File: src/rtl/json_key_stats_pkg.sv
// Shared types and character helpers for the streaming JSON key analyser.
package json_pkg;

    // Parser states; CLOSE is an action on the '}' edge, not a state.
    typedef enum logic [3:0] {
        ST_IDLE       = 4'd0,
        ST_OBJ_OPEN   = 4'd1,
        ST_KEY_FIRST  = 4'd2,
        ST_KEY        = 4'd3,
        ST_KEY_ESC    = 4'd4,
        ST_COLON_WAIT = 4'd5,
        ST_VAL_WAIT   = 4'd6,
        ST_VAL_STR    = 4'd7,
        ST_VAL_ESC    = 4'd8,
        ST_VAL_NUM    = 4'd9,
        ST_AFTER_VAL  = 4'd10,
        ST_KEY_WAIT   = 4'd11,
        ST_ERROR      = 4'd12
    } state_e;

    localparam logic [7:0] CH_LBRACE = 8'h7B;
    localparam logic [7:0] CH_RBRACE = 8'h7D;
    localparam logic [7:0] CH_QUOTE  = 8'h22;
    localparam logic [7:0] CH_COLON  = 8'h3A;
    localparam logic [7:0] CH_COMMA  = 8'h2C;
    localparam logic [7:0] CH_BSLASH = 8'h5C;

    // Space, tab, line feed and carriage return are insignificant between tokens.
    function automatic logic is_ws(input logic [7:0] c);
        return (c == 8'h20) || (c == 8'h09) || (c == 8'h0A) || (c == 8'h0D);
    endfunction

    function automatic logic is_digit(input logic [7:0] c);
        return (c >= 8'h30) && (c <= 8'h39);
    endfunction

endpackage

File: src/rtl/json_key_stats_if.sv
// Character stream in, object statistics out.
interface json_key_stats_if #(
    parameter int CNT_W = 8,
    parameter int OBJ_W = 16
);
    logic [7:0]       i_char;
    logic             i_char_valid;
    logic [CNT_W-1:0] o_cur_num;
    logic [CNT_W-1:0] o_max_num;
    logic [OBJ_W-1:0] o_obj_count;
    logic             o_done;
    logic             o_err;
    logic [3:0]       o_depth;

    modport master (
        output i_char, i_char_valid,
        input  o_cur_num, o_max_num, o_obj_count, o_done, o_err, o_depth
    );

    modport slave (
        input  i_char, i_char_valid,
        output o_cur_num, o_max_num, o_obj_count, o_done, o_err, o_depth
    );
endinterface

File: src/rtl/json_key_stats_sat_counter.sv
// Saturating up-counter with synchronous clear; clear has priority over increment.
module sat_counter #(
    parameter int W = 8
) (
    input  logic         clk,
    input  logic         reset,
    input  logic         inc,
    input  logic         clr,
    output logic [W-1:0] q
);
    localparam logic [W-1:0] Q_MAX = {W{1'b1}};

    logic [W-1:0] r_q;

    // Count register: holds at all-ones instead of wrapping.
    always_ff @(posedge clk or posedge reset) begin
        if (reset) begin
            r_q <= '0;
        end else if (clr) begin
            r_q <= '0;
        end else if (inc && (r_q != Q_MAX)) begin
            r_q <= r_q + W'(1);
        end else begin
            r_q <= r_q;
        end
    end

    assign q = r_q;
endmodule

File: src/rtl/json_key_stats.sv
// Streaming JSON object validator: counts keys at every nesting level of each
// top-level object and keeps running statistics over the valid ones.
module json_key_stats
    import json_pkg::*;
#(
    parameter int CNT_W     = 8,
    parameter int OBJ_W     = 16,
    parameter int MAX_DEPTH = 4
) (
    input logic             clk,
    input logic             reset,
    json_key_stats_if.slave bus
);
    localparam logic [3:0] MAX_D = 4'(MAX_DEPTH);

    state_e           r_state;
    state_e           w_next_state;
    logic [3:0]       r_depth;
    logic [3:0]       w_depth_next;
    logic [CNT_W-1:0] r_cur_num;
    logic [CNT_W-1:0] r_max_num;
    logic             r_done;
    logic             r_err;

    logic [7:0]       w_c;
    logic             w_key_inc;
    logic             w_key_clr;
    logic             w_bad;
    logic             w_close;
    logic             w_close_top;
    logic             w_resync;
    logic [CNT_W-1:0] w_key_count;
    logic [OBJ_W-1:0] w_obj_count;

    assign w_c = bus.i_char;

    // Per-object key total across all nesting levels.
    sat_counter #(.W(CNT_W)) u_key_cnt (
        .clk   (clk),
        .reset (reset),
        .inc   (w_key_inc),
        .clr   (w_key_clr),
        .q     (w_key_count)
    );

    // Number of valid top-level objects seen.
    sat_counter #(.W(OBJ_W)) u_obj_cnt (
        .clk   (clk),
        .reset (reset),
        .inc   (w_close_top),
        .clr   (1'b0),
        .q     (w_obj_count)
    );

    // Next-state, depth and event decode for the consumed character.
    always_comb begin
        w_next_state = r_state;
        w_depth_next = r_depth;
        w_key_inc    = 1'b0;
        w_key_clr    = 1'b0;
        w_bad        = 1'b0;
        w_close      = 1'b0;
        w_close_top  = 1'b0;
        w_resync     = 1'b0;
        if (bus.i_char_valid) begin
            case (r_state)
                ST_IDLE: begin
                    if (w_c == CH_LBRACE) begin
                        w_next_state = ST_OBJ_OPEN;
                        w_depth_next = 4'd1;
                        w_key_clr    = 1'b1;
                    end else begin
                        w_next_state = ST_IDLE;
                    end
                end
                ST_ERROR: begin
                    // The first '}' resyncs regardless of where the error happened.
                    if (w_c == CH_RBRACE) begin
                        w_next_state = ST_IDLE;
                        w_depth_next = 4'd0;
                        w_resync     = 1'b1;
                    end else begin
                        w_next_state = ST_ERROR;
                    end
                end
                default: begin
                    // A brace may only open an object where a value is expected.
                    if ((w_c == CH_LBRACE) && (r_state != ST_VAL_WAIT)) begin
                        w_bad = 1'b1;
                    end else begin
                        case (r_state)
                            ST_OBJ_OPEN: begin
                                if (is_ws(w_c))               w_next_state = ST_OBJ_OPEN;
                                else if (w_c == CH_QUOTE)     w_next_state = ST_KEY_FIRST;
                                else if (w_c == CH_RBRACE)    w_close      = 1'b1;
                                else                          w_bad        = 1'b1;
                            end
                            ST_KEY_FIRST: begin
                                if (w_c == CH_QUOTE)          w_bad        = 1'b1;
                                else if (w_c == CH_BSLASH)    w_next_state = ST_KEY_ESC;
                                else                          w_next_state = ST_KEY;
                            end
                            ST_KEY: begin
                                if (w_c == CH_QUOTE) begin
                                    w_next_state = ST_COLON_WAIT;
                                    w_key_inc    = 1'b1;
                                end else if (w_c == CH_BSLASH) begin
                                    w_next_state = ST_KEY_ESC;
                                end else begin
                                    w_next_state = ST_KEY;
                                end
                            end
                            ST_KEY_ESC: begin
                                w_next_state = ST_KEY;
                            end
                            ST_COLON_WAIT: begin
                                if (is_ws(w_c))               w_next_state = ST_COLON_WAIT;
                                else if (w_c == CH_COLON)     w_next_state = ST_VAL_WAIT;
                                else                          w_bad        = 1'b1;
                            end
                            ST_VAL_WAIT: begin
                                if (is_ws(w_c)) begin
                                    w_next_state = ST_VAL_WAIT;
                                end else if (w_c == CH_QUOTE) begin
                                    w_next_state = ST_VAL_STR;
                                end else if (is_digit(w_c)) begin
                                    w_next_state = ST_VAL_NUM;
                                end else if ((w_c == CH_LBRACE) && (r_depth < MAX_D)) begin
                                    w_next_state = ST_OBJ_OPEN;
                                    w_depth_next = r_depth + 4'd1;
                                end else begin
                                    w_bad = 1'b1;
                                end
                            end
                            ST_VAL_STR: begin
                                if (w_c == CH_QUOTE)          w_next_state = ST_AFTER_VAL;
                                else if (w_c == CH_BSLASH)    w_next_state = ST_VAL_ESC;
                                else                          w_next_state = ST_VAL_STR;
                            end
                            ST_VAL_ESC: begin
                                w_next_state = ST_VAL_STR;
                            end
                            ST_VAL_NUM: begin
                                if (is_digit(w_c))            w_next_state = ST_VAL_NUM;
                                else if (is_ws(w_c))          w_next_state = ST_AFTER_VAL;
                                else if (w_c == CH_COMMA)     w_next_state = ST_KEY_WAIT;
                                else if (w_c == CH_RBRACE)    w_close      = 1'b1;
                                else                          w_bad        = 1'b1;
                            end
                            ST_AFTER_VAL: begin
                                if (is_ws(w_c))               w_next_state = ST_AFTER_VAL;
                                else if (w_c == CH_COMMA)     w_next_state = ST_KEY_WAIT;
                                else if (w_c == CH_RBRACE)    w_close      = 1'b1;
                                else                          w_bad        = 1'b1;
                            end
                            ST_KEY_WAIT: begin
                                if (is_ws(w_c))               w_next_state = ST_KEY_WAIT;
                                else if (w_c == CH_QUOTE)     w_next_state = ST_KEY_FIRST;
                                else                          w_bad        = 1'b1;
                            end
                            default: begin
                                w_bad = 1'b1;
                            end
                        endcase
                    end
                end
            endcase

            // Closing brace: pop one level; leaving level 1 finishes the object.
            if (w_close) begin
                w_depth_next = r_depth - 4'd1;
                if (r_depth == 4'd1) begin
                    w_close_top  = 1'b1;
                    w_next_state = ST_IDLE;
                end else begin
                    w_next_state = ST_AFTER_VAL;
                end
            end else begin
                w_close_top = 1'b0;
            end

            if (w_bad) begin
                w_next_state = ST_ERROR;
            end else begin
                w_resync = w_resync;
            end
        end else begin
            w_next_state = r_state;
            w_depth_next = r_depth;
        end
    end

    // Parser state and nesting depth.
    always_ff @(posedge clk or posedge reset) begin
        if (reset) begin
            r_state <= ST_IDLE;
            r_depth <= 4'd0;
        end else begin
            r_state <= w_next_state;
            r_depth <= w_depth_next;
        end
    end

    // Registered statistics and single-cycle event pulses.
    always_ff @(posedge clk or posedge reset) begin
        if (reset) begin
            r_cur_num <= '0;
            r_max_num <= '0;
            r_done    <= 1'b0;
            r_err     <= 1'b0;
        end else begin
            r_done <= w_close_top | w_resync;
            r_err  <= w_bad;
            if (w_close_top) begin
                r_cur_num <= w_key_count;
                if (w_key_count > r_max_num) begin
                    r_max_num <= w_key_count;
                end else begin
                    r_max_num <= r_max_num;
                end
            end else if (w_resync) begin
                r_cur_num <= '0;
                r_max_num <= r_max_num;
            end else begin
                r_cur_num <= r_cur_num;
                r_max_num <= r_max_num;
            end
        end
    end

    assign bus.o_cur_num   = r_cur_num;
    assign bus.o_max_num   = r_max_num;
    assign bus.o_obj_count = w_obj_count;
    assign bus.o_done      = r_done;
    assign bus.o_err       = r_err;
    assign bus.o_depth     = r_depth;
endmodule

File: src/flat_wrapper.sv
// flat-port wrapper written by rule: the top's interface ports become plain ports
module json_key_stats_flat import json_pkg::*;
#(
    parameter int CNT_W     = 8,
    parameter int OBJ_W     = 16,
    parameter int MAX_DEPTH = 4
)
  (clk, reset, bus_i_char, bus_i_char_valid, bus_o_cur_num, bus_o_max_num, bus_o_obj_count, bus_o_done, bus_o_err, bus_o_depth);
  json_key_stats_if #(.CNT_W(CNT_W), .OBJ_W(OBJ_W)) bus_i ();
  input logic clk;
  input logic reset;
  input wire logic [$bits(bus_i.i_char)-1:0] bus_i_char;
  input wire logic [$bits(bus_i.i_char_valid)-1:0] bus_i_char_valid;
  output wire logic [$bits(bus_i.o_cur_num)-1:0] bus_o_cur_num;
  output wire logic [$bits(bus_i.o_max_num)-1:0] bus_o_max_num;
  output wire logic [$bits(bus_i.o_obj_count)-1:0] bus_o_obj_count;
  output wire logic [$bits(bus_i.o_done)-1:0] bus_o_done;
  output wire logic [$bits(bus_i.o_err)-1:0] bus_o_err;
  output wire logic [$bits(bus_i.o_depth)-1:0] bus_o_depth;
  assign bus_i.i_char = bus_i_char;
  assign bus_i.i_char_valid = bus_i_char_valid;
  assign bus_o_cur_num = bus_i.o_cur_num;
  assign bus_o_max_num = bus_i.o_max_num;
  assign bus_o_obj_count = bus_i.o_obj_count;
  assign bus_o_done = bus_i.o_done;
  assign bus_o_err = bus_i.o_err;
  assign bus_o_depth = bus_i.o_depth;
  json_key_stats #(.CNT_W(CNT_W), .OBJ_W(OBJ_W), .MAX_DEPTH(MAX_DEPTH)) u_core (.clk(clk), .reset(reset), .bus(bus_i));
endmodule
File: config.mk
export PLATFORM = sky130hd
export DESIGN_NAME = json_key_stats_flat
export DESIGN_NICKNAME = d
export VERILOG_FILES = /design/src/rtl/json_key_stats_pkg.sv /design/src/rtl/json_key_stats_if.sv /design/src/rtl/json_key_stats_sat_counter.sv /design/src/rtl/json_key_stats.sv /design/src/flat_wrapper.sv
export SDC_FILE = /design/constraint.sdc
export NUM_CORES = 1
export LEC_CHECK = 0
export ABC_AREA = 1
export CORE_UTILIZATION = 50
export CTS_CLUSTER_DIAMETER = 200
export DETAILED_ROUTE_END_ITERATION = 10
export MAX_ROUTING_LAYER = met4
export PLACE_DENSITY = 0.77
export REMOVE_ABC_BUFFERS = 1
export SYNTH_ARGS = -nofsm -noshare
export SYNTH_HDL_FRONTEND = slang
export SYNTH_SLANG_ARGS = --single-unit
File: constraint.sdc
create_clock -name clk -period 1.8 [get_ports clk]
set_input_delay 0.27 -clock clk [delete_from_list [all_inputs] [get_ports clk]]
set_output_delay 0.27 -clock clk [all_outputs]
set_load 0.03 [all_outputs]
# Word level (Yosys, flattened, before mapping)
# Cells that the tools add are included.
# totals
ff_bits	50
in_bits	11
output_inout_bits	38
# op_classes
n_addsub	4
order_cmp	4
n_eq_ne	36
mux	81
bitwise	1
n_reduce_logical	19
# ops
cell	n
$mux 4	30
$pmux 4 s11	1
$mux 1	41
$eq 8x6->1 const B	4
$mux 8	4
$eq 8x4->1 const B	3
$eq 8x7->1 const B	3
$eq 4x4->1 const B	5
$add 16x1->16 const B	1
$eq 4x3->1 const B	4
$ne 16x16->1 const B	1
$ne 4x4->1 const B	4
$pmux 4 s2	2
$reduce_bool 15->1	1
$ne 9x1->1 const B	1
$reduce_and 9->1	1
$add 8x1->8 const B	1
$eq 4x1->1 const B	2
$eq 4x2->1 const B	2
$ge 8x6->1 const B	1
$gt 8x8->1	1
$le 8x6->1 const B	1
$ne 8x8->1 const B	1
$pmux 1 s8	1
other kinds (20)	29

# Depth between registers and ports, before layout
# Gate-level depths: netlist (run 1).
# depth
ltp_word	13
depth_mapped	15
mapped_depth_nobuf	15

# By module
# A second synthesis (run 1) with hierarchy kept.
# hier_totals
hier_cells	564
hier_area_um2	3699.8
# by_module_without_submodules
mod	n_inst	cells_each	area_per_inst_um2
json_key_stats	1	334	2112.0
sat_counter at u_core.u_obj_cnt	1	161	1081.0
sat_counter at u_core.u_key_cnt	1	69	506.7

# Worst setup path before layout (run 1)
# No wires, ideal clock.
# synth_timing
path_type	register to register
start	reg u_core.u_obj_cnt.r_q[0] (netlist: u_core.u_obj_cnt.q[0])
end	reg u_core.u_obj_cnt.r_q[9] (netlist: u_core.u_obj_cnt.q[9])
setup_time_ps	137
arrival_time_ps	1955
setup_slack_ps	-291
path_stages_with_launch	12
synth_period_minus_slack_ps	2091
cell_sequence	dfrtp_1 ha_1 inv_1 nor2_1 nand3_1 nor3_1 nand2_1 nor2_2 nor2_8 inv_4 nor2_4 xor2_1
# synth_between
elab_chain_len	2
word_cells_on_any_way	3
classes_between	add/sub (1); eq/ne (1); reduce/logical (1)
# synth_lines
item	line_no	text
start, declared	json_key_stats_sat_counter.sv:13	logic [W-1:0] r_q;
start signal, assigned	json_key_stats_sat_counter.sv:22	r_q <= r_q + W'(1);
start signal, assigned	json_key_stats_sat_counter.sv:24	r_q <= r_q;
parallel branches: the longest is 2 deep, another holds $add 16x1->16	-	
# Several ways; the timed one is not identified.
# A chain may end at the register's enable or synchronous reset.

# Worst setup path after layout (run 1)
# layout_timing
start	reg u_core.u_key_cnt.r_q[6] (netlist: u_core.u_key_cnt.q[6])
end	reg u_core.r_max_num[4] (netlist: u_core.bus.o_max_num[4])
# layout_between
elab_chain_len	2
# layout_lines
item	line_no	text
start, declared	json_key_stats_sat_counter.sv:13	
start signal, assigned	json_key_stats_sat_counter.sv:22	
start signal, assigned	json_key_stats_sat_counter.sv:24	
$gt 8x8->1	json_key_stats.sv:216	if (w_key_count > r_max_num) begin
$reduce_and 2->1 (no source line)	-	
end signal, assigned	json_key_stats.sv:217	r_max_num <= w_key_count;
end signal, assigned	json_key_stats.sv:219	r_max_num <= r_max_num;
end signal, assigned	json_key_stats.sv:223	r_max_num <= r_max_num;
end, declared	json_key_stats.sv:21	logic [CNT_W-1:0] r_max_num;
# Every way passes these cells.

==> reports/metrics.csv, run 1 <==
metric,value,unit
worstMarginPinSlew,0.4102,ns
cp_slowest_cell,dfrtp_1,
clk_pin_slew,0.09,ns
yosysTopAreaCell,dfrtp_1,
grt_max_degree,34,
setup_tns,-1.846,ns
port_buffers,48,
required,2.03,ns
design.portCount,49,
die_area,7007,um2
p_per_area,863.8,nW/um2
finClkSkew,0.003448,ns
n_antenna_cell,0,
antenna_left,0,
fin_nets,636,
postSynthAreaPerCell,7.118,um2
drc,0,
core,6386,um2
cts_buffers,5,
clk_latency,0.31,ns
clkSinkCount,50,
max_cap_viol_count,0,
finalSetupViolCount,25,
netSwitchingFraction,0.4167,
final_area,5139,um2
yosys-top-cells-area,"dfrtp_1 (37%), nand2_1 (15%), inv_1 (7.4%)",
holdBufCountCts,0,
synth_seq_cells,50,
place.gp.congestion,1.014,
slew_headroom,0.7261,
netlist_area,3338,um2
rsz0062_at_grt,true,
worst_ep_arrival_time,2.23,ns
wl,11.28,mm
irDropWorstVdd,0.7132,mV
switchingPower,0.001850,W
end_kind,flop,
nFillCells,398,
track_usage,0.2949,
worstPathCellList,"ha_1, nand4_1, nor2_1, nor3_1, nand2_1, o311ai_4, buf_6, nand2_1, o21ai_1",
crit_path_frequent_cell,nand2_1,
grt_pass1_wl,16.11,mm
yosysSeqAreaShare,0.3748,
finalWorstSetupSlack,-0.1950,ns
grt-ovfl-total,0,
drt_first_pass_iters,6,
synthToLayoutAreaGrowth,53.94,%
synth_cell_types,32,
wl_per_cell,16.37,um
drt-initial-drc-count,312,
root_buffer,clkbuf_8,
yosysTopAreaCellShare,0.3748,
clock_power_share,0.180,
hold_path.class,in2async,
path_delay_family,simple AND/OR/NAND/NOR gates,
cts_tree,done,
slew_violations,0,
violations,negative setup slack,
htree_levels,2,
worstReg2RegStart,u_core.u_key_cnt.q[6],
max_freq,501.3,MHz
critPathMaxFanout,8,
antenna_found_initial,0,
startpoint,u_core.u_key_cnt.q[6],
dr_total_vias,3897,
hold_viol_final,0,
die_x,83.71,um
intPower,0.002589,W
place_ws,-0.5125,ns
cp-start-kind,flop,
status,finished with violations,
cts_buffer_depth,2,
worst-path-buf-inv,1,
crit_path_max_incr_delay,0.46,ns
leakagePower,2.594,nW
via_per_inst,5.656,
place_area,4403,um2
syn_inst,469,
dieHeight,83.71,um
row_count,29,
finalPower,0.004439,W
dp_hpwl,6.811,mm
comb_power_share,0.517,
grt_pass1_vias,3518,
critPathKind,reg2reg,
initial_core_util,0.5227,
min_period,1.995,ns
period_share,1.108,
drive_above_1_share,0.3529,
seqPwrFrac,0.303,
ys_warn_count,0,
==> sequential cells by signal (all words and copies together), names as in the netlist <==
signal and count:
u_core.bus.o_max_num 8, u_core.bus.o_done 1, u_core.bus.o_cur_num 8, u_core.bus.o_err 1, u_core.u_obj_cnt.q 16, u_core.r_state 4, u_core.bus.o_depth 4, u_core.u_key_cnt.q 8
==> cell type report <==
cell class                      count  area, um2  area share
Multi-Input combinational cell    342       2176      0.4234
Sequential cell                    50       1259      0.2449
Timing Repair Buffer              140       1214      0.2362
Inverter                           73      286.5     0.05576
Tap cell                           77      96.34     0.01875
Clock buffer                        5      68.82     0.01339
Clock inverter                      2      38.79    0.007548
==> Yosys cell counts (all sizes together) <==
library cell / instances
buf: 3
nor2: 59
o311ai: 1
xnor2: 10
a31oi: 1
or2: 1
nor3: 7
a21oi: 16
nand3: 40
xor2: 10
nand2: 134
o21a: 1
clkbuf: 1
dfrtp: 50
nor3b: 2
ha: 13
nor4: 1
inv: 73
nand4: 12
o21ai: 34
==> stage by stage <==
step,hold slack (ns),cells,util
final,0.2707,689,0.8047
after global routing,0.3136,689,0.8047
after CTS,0.2864,678,0.7406
after detailed placement,0.4861,657,0.6895
after global placement,0.4698,657,0.6895
after floorplan,0.3796,465,-
==> timing repair <==
action	in CTS	in global routing
pin swaps	22	20
gates resized for setup	43	107
setup buffers	16	10
hold endpoints to repair	0	0
setup endpoints to repair	40	48
gates cloned	0	1
==> kinds of logic (layout without fill, tap and decap cells) <==
kind of cell / after synthesis / in the layout / share of synthesized area
compound gates: 53 / 53 / 0.08171
xor+xnor: 20 / 20 / 0.05247
fa+ha+maj: 13 / 13 / 0.04873
buf+inv: 77 / 220 / 0.09183
flops: 50 / 50 / 0.3748
simple gates: 256 / 256 / 0.3505
==> power groups by stage <==
stage | clock network, W | logic (W) | registers (W)
after CTS | 0.000804 | 0.00197 | 0.00131
after detailed placement | 0 | 0.00182 | 0.00132
after global placement | 0 | 0.00181 | 0.00131
final | 0.000799 | 0.00230 | 0.00134
after global routing | 0.000851 | 0.00248 | 0.00135
after floorplan | 0 | 0.000972 | 0.00142
==> placed cells by master, fill, tap and decap left out, types with 4 or more instances in the layout <==
| cell | n |
|---|---|
| buf_6 | 8 |
| dlygate4sd2_1 | 6 |
| nand2_4 | 4 |
| buf_4 | 83 |
| nor2_4 | 16 |
| clkbuf_8 | 5 |
| a21oi_1 | 10 |
| dfrtp_2 | 6 |
| nand4_1 | 12 |
| dfrtp_1 | 44 |
| nand2_2 | 24 |
| nand2_1 | 106 |
| ha_1 | 8 |
| ha_4 | 4 |
| inv_1 | 54 |
| nand3_1 | 26 |
| a21oi_2 | 6 |
| nor2_1 | 33 |
| clkdlybuf4s50_1 | 39 |
| nand3_2 | 12 |
| xor2_1 | 10 |
| o21ai_1 | 15 |
| inv_2 | 15 |
| xnor2_1 | 9 |
| o21ai_0 | 17 |
| nor2_2 | 9 |
==> final timing paths <==
path,end,depth (start not counted),slack (ns)
worst min register to register,u_core.u_obj_cnt.q[7],1,0.50
worst max register to register,u_core.bus.o_max_num[4],9,-0.19
min in group clk,u_core.u_obj_cnt.q[7],1,0.50
max in group asynchronous,u_core.r_state[0],3,1.00
worst max-delay path,u_core.bus.o_max_num[4],9,-0.19
worst min-delay path,u_core.u_obj_cnt.q[15],2,0.27
==> layer usage <==
metal	GRT usage	vias to the layer above	wire length, um
met5	-	-	0
met4	0.1048	0	553
met3	0.04253	68	879
met2	0.4701	210	5398
met1	0.3859	1842	4447
li1	-	1777	-
Note: power is estimated with default switching activity, not from simulation.
==> run 2: changes to the inputs <==
--- a/config.mk
+++ b/config.mk
@@ -8,6 +8,7 @@
 export ABC_AREA = 1
 export CORE_UTILIZATION = 50
 export CTS_CLUSTER_DIAMETER = 200
+export CTS_CLUSTER_SIZE = 25
 export DETAILED_ROUTE_END_ITERATION = 10
 export MAX_ROUTING_LAYER = met4
 export PLACE_DENSITY = 0.77
==> results of run 2 <==
The final DEF is identical to that of run 1; final timing and power are the same.
